--- src/rtl/button_conditioner.sv ---
// rtl/button_conditioner.sv - sync, debounce and hold-to-repeat move pulses for the left/right buttons
// Channel 0 is left, channel 1 is right; both share the conflict and game_over suppression.
module button_conditioner #(
   parameter int DEBOUNCE_CYCLES = 1_000_000,
   parameter int REPEAT_DELAY    = 25_000_000,
   parameter int REPEAT_PERIOD   = 5_000_000
) (
   input  logic clk,
   input  logic reset,
   input  logic btn_left_raw,
   input  logic btn_right_raw,
   input  logic game_over,
   output logic btn_left,
   output logic btn_right,
   output logic move_left,
   output logic move_right
);
   localparam int DW = $clog2(DEBOUNCE_CYCLES);
   localparam int TW = $clog2(REPEAT_DELAY);
   localparam logic [DW-1:0] DB_LAST     = DW'(DEBOUNCE_CYCLES - 1);
   localparam logic [TW-1:0] DELAY_LAST  = TW'(REPEAT_DELAY - 1);
   localparam logic [TW-1:0] PERIOD_LAST = TW'(REPEAT_PERIOD - 1);

   typedef enum logic [1:0] {IDLE = 2'd0, DELAY = 2'd1, REPEAT = 2'd2} state_t;

   logic [1:0]    raw, sync_1, sync_2, level, level_d, lockout, pulse, pulse_nxt, rise;
   logic [DW-1:0] db_cnt [2];
   state_t        state [2];
   state_t        state_nxt [2];
   logic [TW-1:0] timer [2];
   logic [TW-1:0] timer_nxt [2];
   logic          both_held, suppress;

   assign raw       = {btn_right_raw, btn_left_raw};
   assign both_held = &level;
   assign suppress  = game_over | both_held;
   assign rise      = level & ~level_d;

   always_ff @(posedge clk or posedge reset) begin
      if (reset) begin
         sync_1 <= '0;
         sync_2 <= '0;
         level  <= '0;
         for (int i = 0; i < 2; i++) db_cnt[i] <= '0;
      end else begin
         sync_1 <= raw;
         sync_2 <= sync_1;
         for (int i = 0; i < 2; i++) begin
            if (sync_2[i] == level[i]) begin
               db_cnt[i] <= '0;
            end else if (db_cnt[i] == DB_LAST) begin
               level[i]  <= sync_2[i];
               db_cnt[i] <= '0;
            end else begin
               db_cnt[i] <= db_cnt[i] + DW'(1);
            end
         end
      end
   end

   // A lockout survives until its own button lets go, so the survivor of a conflict stays silent.
   always_ff @(posedge clk or posedge reset) begin
      if (reset) begin
         level_d <= '0;
         lockout <= '0;
         pulse   <= '0;
         for (int i = 0; i < 2; i++) begin
            state[i] <= IDLE;
            timer[i] <= '0;
         end
      end else begin
         level_d <= level;
         pulse   <= pulse_nxt;
         for (int i = 0; i < 2; i++) begin
            state[i] <= state_nxt[i];
            timer[i] <= timer_nxt[i];
            if (both_held)
               lockout[i] <= 1'b1;
            else if (!level[i])
               lockout[i] <= 1'b0;
         end
      end
   end

   always_comb begin
      for (int i = 0; i < 2; i++) begin
         state_nxt[i] = state[i];
         timer_nxt[i] = timer[i] + TW'(1);
         if (suppress || !level[i]) begin
            state_nxt[i] = IDLE;
            timer_nxt[i] = '0;
         end else begin
            case (state[i])
               IDLE: begin
                  timer_nxt[i] = '0;
                  if (rise[i] && !lockout[i]) state_nxt[i] = DELAY;
               end
               DELAY: begin
                  if (timer[i] == DELAY_LAST) begin
                     state_nxt[i] = REPEAT;
                     timer_nxt[i] = '0;
                  end
               end
               REPEAT: begin
                  if (timer[i] == PERIOD_LAST) timer_nxt[i] = '0;
               end
               default: begin
                  state_nxt[i] = IDLE;
                  timer_nxt[i] = '0;
               end
            endcase
         end
      end
   end

   always_comb begin
      pulse_nxt = '0;
      for (int i = 0; i < 2; i++) begin
         if (!suppress && level[i]) begin
            case (state[i])
               IDLE:    pulse_nxt[i] = rise[i] && !lockout[i];
               DELAY:   pulse_nxt[i] = (timer[i] == DELAY_LAST);
               REPEAT:  pulse_nxt[i] = (timer[i] == PERIOD_LAST);
               default: pulse_nxt[i] = 1'b0;
            endcase
         end
      end
   end

   assign btn_left   = level[0];
   assign btn_right  = level[1];
   assign move_left  = pulse[0];
   assign move_right = pulse[1];

endmodule

--- config.mk ---
export PLATFORM = sky130hd
export DESIGN_NAME = button_conditioner
export DESIGN_NICKNAME = d
export VERILOG_FILES = /design/src/rtl/button_conditioner.sv
export SDC_FILE = /design/constraint.sdc
export NUM_CORES = 1
export LEC_CHECK = 0
export CORE_ASPECT_RATIO = 1.75
export CORE_MARGIN = 8
export CORE_UTILIZATION = 48
export DETAILED_ROUTE_END_ITERATION = 7
export PLACE_DENSITY = 0.73
export REMOVE_ABC_BUFFERS = 1
export SLEW_MARGIN = 10
export SYNTH_ARGS = -nofsm -noshare
export SYNTH_HDL_FRONTEND = slang
export SYNTH_SLANG_ARGS = --single-unit
--- constraint.sdc ---
create_clock -name clk -period 3.95 [get_ports clk]
set_input_delay 1.185 -clock clk [delete_from_list [all_inputs] [get_ports clk]]
set_output_delay 1.185 -clock clk [all_outputs]
set_load 0.05 [all_outputs]
# [After elaboration in Yosys (flattened, before gate mapping)]
# Index checks and enable logic that the tools add are counted.
[word_totals] reg_bits=106 in_bits=5 out_inout_bits=4
[classes] addsub=4 n_eq_ne=20 mux=28 n_bitwise=5 n_reduce_logical=18
[op_table] operator="25-bit two-way mux" n=6
[op_table] operator="25-bit one-hot mux with 2 select lines" n=2
[op_table] operator="20-bit two-way mux" n=4
[op_table] operator="25-bit by 1-bit adder with 25-bit output (second input constant)" n=2
[op_table] operator="25-bit by 23-bit == test with 1-bit output (second input constant)" n=2
[op_table] operator="25-bit == test (second input constant)" n=2
[op_table] operator="20-bit by 1-bit adder with 20-bit output (second input constant)" n=2
[op_table] operator="20-bit == test (second input constant)" n=2
[op_table] operator="2-bit two-way mux" n=6
[op_table] operator="3-bit != test (second input constant)" n=4
[op_table] operator="2-bit one-hot mux with 3 select lines" n=2
[op_table] operator="1-bit two-way mux" n=6
[op_table] operator="1-bit one-hot mux with 3 select lines" n=2
[op_table] operator="2-bit AND reduction" n=3
[op_table] operator="3-bit AND reduction" n=2
[op_table] operator="1-bit logical NOT" n=5
[op_table] operator="2-bit by 1-bit == test with 1-bit output (second input constant)" n=2
[op_table] operator="2-bit == test (second input constant)" n=2
[op_table] operator="1-bit logical AND" n=4
[op_table] operator="2-bit logical NOT" n=2
[op_table] operator="2-bit by 1-bit != test with 1-bit output (second input constant)" n=2
[op_table] operator="2-bit != test (second input constant)" n=2
[op_table] operator="2-bit AND" n=1
[op_table] operator="1-bit == test" n=2
[op_table] operator="4 further kinds" n=6

# [Depth between registers and ports, before layout]
[logic_depth] depth_word=6 mapped_depth=8 mapped_depth_nobuf=6

# [Least setup slack after synthesis]
# OpenSTA, ideal clock, no wires.
[synth_path] path_type="input to register" startpoint="in game_over" endpoint="reg timer[41] (netlist bit)" setup_ns=0.073 t_arrival_ns=2.231 setup_slack_ns=1.647 stages=4 path_buffers=1 path_cell_list="or3b_2 > a211o_2 > buf_4 > nor2_1"
[synth_lines] item="from (decl)" line="12" rtl="input logic game_over,"
[synth_lines] item="to (signal, indexed assignment)" line="76" rtl="timer[i] <= timer_nxt[i];"
[synth_lines] item="to (decl)" line="30" rtl="logic [TW-1:0] timer [2];"

# [Worst setup path in the final report]
[layout_path] startpoint="reg level[1]" endpoint="out btn_right"
[layout_lines] item="from (decl)" line="26" rtl="logic [1:0] raw, sync_1, sync_2, level, level_d, lockout, pulse, pulse_nxt, rise;"
[layout_lines] item="from (signal, indexed assignment)" line="52" rtl="level[i] <= sync_2[i];"
[layout_lines] item="to (decl)" line="14" rtl="output logic btn_right,"
# No word-level cell between the ends.

==> results.txt <==
Largest vdd supply drop: 0.000264 V
Final Hold Violating Endpoints: 0
Die H: 154 um
Req. time, crit path: 2.76 ns
Critical path class: flip-flop to primary output
Initial antenna violation count: 0
Skew-Pair Late Insertion Delay: 0.35 ns
Total die area: 14,600 sq um
Sequential area share after synthesis: 50.8%
Worst-path clk slew: 0.07 ns
Met1 GRT Util: 16.3%
Vias in the first global route: 3,859
Largest net degree at the start of global routing: 52
Setup-failing EPs final: 0
Crit path DAT: 1.75 ns
Post-CTS Setup Repair Bufs: 0
Final Cycle Share: 74.3%
Fin crit period: 2.94 ns
Met3 GRT Util: 2.29%
Pwr/cell area: 349 nW/um^2
CORE AREA: 10,600 sq um
Post-CTS resize count: 0
Combinational share of power: 2.2%
First drt pass iteration count: 4
CP Launch Type: flip-flop
Worst reg2reg startpoint: timer[0]
Final TNS setup: 0 ns
# nets final: 544
CTS tree: built
I/O Pins: 9
Antenna-violating nets left: 0
Number of flip-flops in the largest register: 50
DRT Wirelength: 9.92 mm
Crit path buffers/inverters: 1
Warnings from Yosys: 0
Num rows: 50
Die X: 94.8 um
Drt via density: 5.66
CTS Buf Count: 9
Synthesized area per cell: 10.1 sq um
Diodes inserted: 0
Largest reg by FF count: timer
Max_cap viols: 0
Max Transition Viols Final: 0
Port Buffers: 8
Area taken by multi-input logic gates: 2460 sq um
Post-synthesis sequential element count: 106
Cell count after synthesis: 516
GPL Wtd Cong: 0.820
Internal Pwr Total: 1550 uW
RSZ-0062 raised after global routing: no
Initial Utilization: 49.1%
Actual slew at the worst max-slew pin: 1.15 ns
Relative slew slack: 22.3%
Cell area after synthesis: 5220 sq um
GRT Max-Usage Layer: met2
Max Fclk: 341 MHz
CP peak stage delay: 0.87 ns
H-tree levels: 3
Remaining Overflow, GRT: 0
Crit path max-delay family: buffers and inverters
CTS sink count: 106
Psw: 437 uW
# DRC: 0
Hold Crit Start: sync_1[0]
Area delta synth->final: 9.25%
Net Sw Frac: 22.0%
Clock buffer depth: 2
Tot GR Track Use: 14.7%
Distinct cells, synth: 42
Clock Skews: 0.00870 ns
Worst Setup SP: level[1]
Status: complete, no violations
Fin util: 53.6%
Filler cell count: 932
Cts hold-fix bufs: 0
Vias: 3,735
First-pass GRT wire length: 17.4 mm
Proportion of power drawn by flip-flops and latches: 55.2%
CP Cell Sequence: clkdlybuf4s50_1
Worst setup EP type: primary output
P_leak: 0.00232 uW
Root Buffer: clkbuf_16
Post-DP HPWL: 6.85 mm
Worst-path fanout max: 10
Top flop regs: timer: 50 flops, db_cnt: 40 flops, state: 4 flops
Critical-path top delay cell: clkdlybuf4s50_1
Routed len/inst: 15.0 um
FF+latch area: 2650 sq um
Clk pwr share: 42.6%
Layout cells sized above 1: 5.09%
Initial drt markers: 122
GR Util met2: 25.7%
Worst min path class: flip-flop to flip-flop
per-layer routing:
layer | routed length, um | part of all wire (%) | vias to the layer above
met5 | 0 | 0 | -
met4 | 311 | 3.1 | 0
met3 | 259 | 2.6 | 24
met2 | 5200 | 52 | 71
met1 | 4150 | 42 | 1847
li1 | - | - | 1793
cells by family (layout without fill, tap and decap cells):
| kind of cell | Yosys count | count (layout) | synth area share, % |
|---|---|---|---|
| and+or+nand+nor | 264 | 264 | 25.6 |
| DFF | 106 | 106 | 50.8 |
| xor gates and xnor gates | 84 | 84 | 14.1 |
| buffers and inverters | 23 | 37 | 2.16 |
| AOI/OAI and AO/OA | 22 | 22 | 3.40 |
| adders and majority gates | 14 | 14 | 3.35 |
| muxes | 3 | 3 | 0.623 |
power by group through the flow:
| stage | registers (uW) | logic [uW] | clock network, uW |
|---|---|---|---|
| 4_1_cts | 1100 | 47.2 | 866 |
| 6_report | 1100 | 44.7 | 847 |
| 5_1_grt | 1100 | 53.1 | 905 |
| 3_3_place_gp | 1120 | 45.3 | 0 |
| 2_1_floorplan | 1120 | 29.3 | 0 |
| 3_5_place_dp | 1120 | 46.9 | 0 |
cell usage in the layout, fill, tap and decap left out, types with 3 or more instances in the layout:
cell type	n
nor4_1	14
nor3b_1	3
and4_1	8
dfrtp_1	106
a21oi_1	5
xor2_1	54
and2_1	3
nor4b_1	4
ha_1	14
xnor2_1	30
inv_1	10
nor2_1	102
nand4_1	27
nand2_1	24
nor3_1	6
clkinvlp_4	3
clkbuf_16	9
o41a_1	3
and3_1	18
nand3_1	43
clkdlybuf4s50_1	8
final timing paths:
path / to / slack [ns] / cells after the start
hold / removal: sync_2[0] / 0.35 / 0
setup / recovery: btn_right / 1.01 / 1
hold reg to reg: sync_2[0] / 0.35 / 0
setup reg to reg: timer[9] / 1.38 / 6
max in group asynchronous: timer[41] / 2.08 / 3
min in group asynchronous: timer[14] / 1.21 / 2
per-stage QoR:
step	setup slack, ns	total power (uW)	hold slack (ns)	std cells	instance area, sq um
2_1_floorplan	-0.0239	1150	0.331	504	5150
3_3_place_gp	1.12	1160	0.335	644	5420
3_5_place_dp	1.01	1170	0.336	644	5420
4_1_cts	0.999	2010	0.351	660	5700
5_1_grt	0.933	2060	0.372	660	5700
6_report	1.01	1990	0.350	660	5700
cell usage after synthesis:
cell | count | area, sq um
o41a_1 | 3 | 33.8
a21oi_1 | 5 | 25.0
mux2i_1 | 1 | 10.0
buf_4 | 2 | 15.0
ha_1 | 14 | 175
a211oi_1 | 2 | 15.0
o211ai_4 | 1 | 21.3
nand4_1 | 27 | 169
a21o_1 | 1 | 7.51
inv_1 | 11 | 41.3
nand2b_1 | 1 | 6.26
buf_2 | 3 | 15.0
nand2_1 | 24 | 90.1
or3_1 | 1 | 6.26
nor4_1 | 14 | 87.6
o21ai_0 | 2 | 10.0
nor4b_1 | 4 | 35.0
nor2_1 | 102 | 383
and3_1 | 18 | 113
o41ai_1 | 2 | 17.5
nor4bb_1 | 2 | 20.0
and2_1 | 3 | 18.8
nand3b_1 | 2 | 15.0
o31ai_1 | 1 | 7.51
xnor2_1 | 30 | 263
o21a_1 | 2 | 15.0
dfrtp_1 | 106 | 2650
or2_2 | 2 | 12.5
or3b_2 | 1 | 8.76
nor3_1 | 6 | 30.0
nand3_1 | 43 | 215
clkbuf_1 | 5 | 18.8
or4b_4 | 1 | 13.8
nor3b_1 | 3 | 22.5
nand4_2 | 1 | 12.5
mux2_2 | 2 | 22.5
xor2_1 | 54 | 473
a211o_2 | 1 | 10.0
and4_1 | 8 | 70.1
or2_0 | 1 | 6.26
buf_6 | 2 | 22.5
a22oi_1 | 2 | 15.0
area by class of cell:
class / instances / area share [%]
clock buffers: 11 / 4.26
flip-flops and latches: 106 / 46.5
inverters: 11 / 0.768
clock inverters: 5 / 0.680
repair buffers: 10 / 1.89
multi-input cells: 387 / 43.1
well taps: 130 / 2.85
Power figures use the tool's default switching activity.
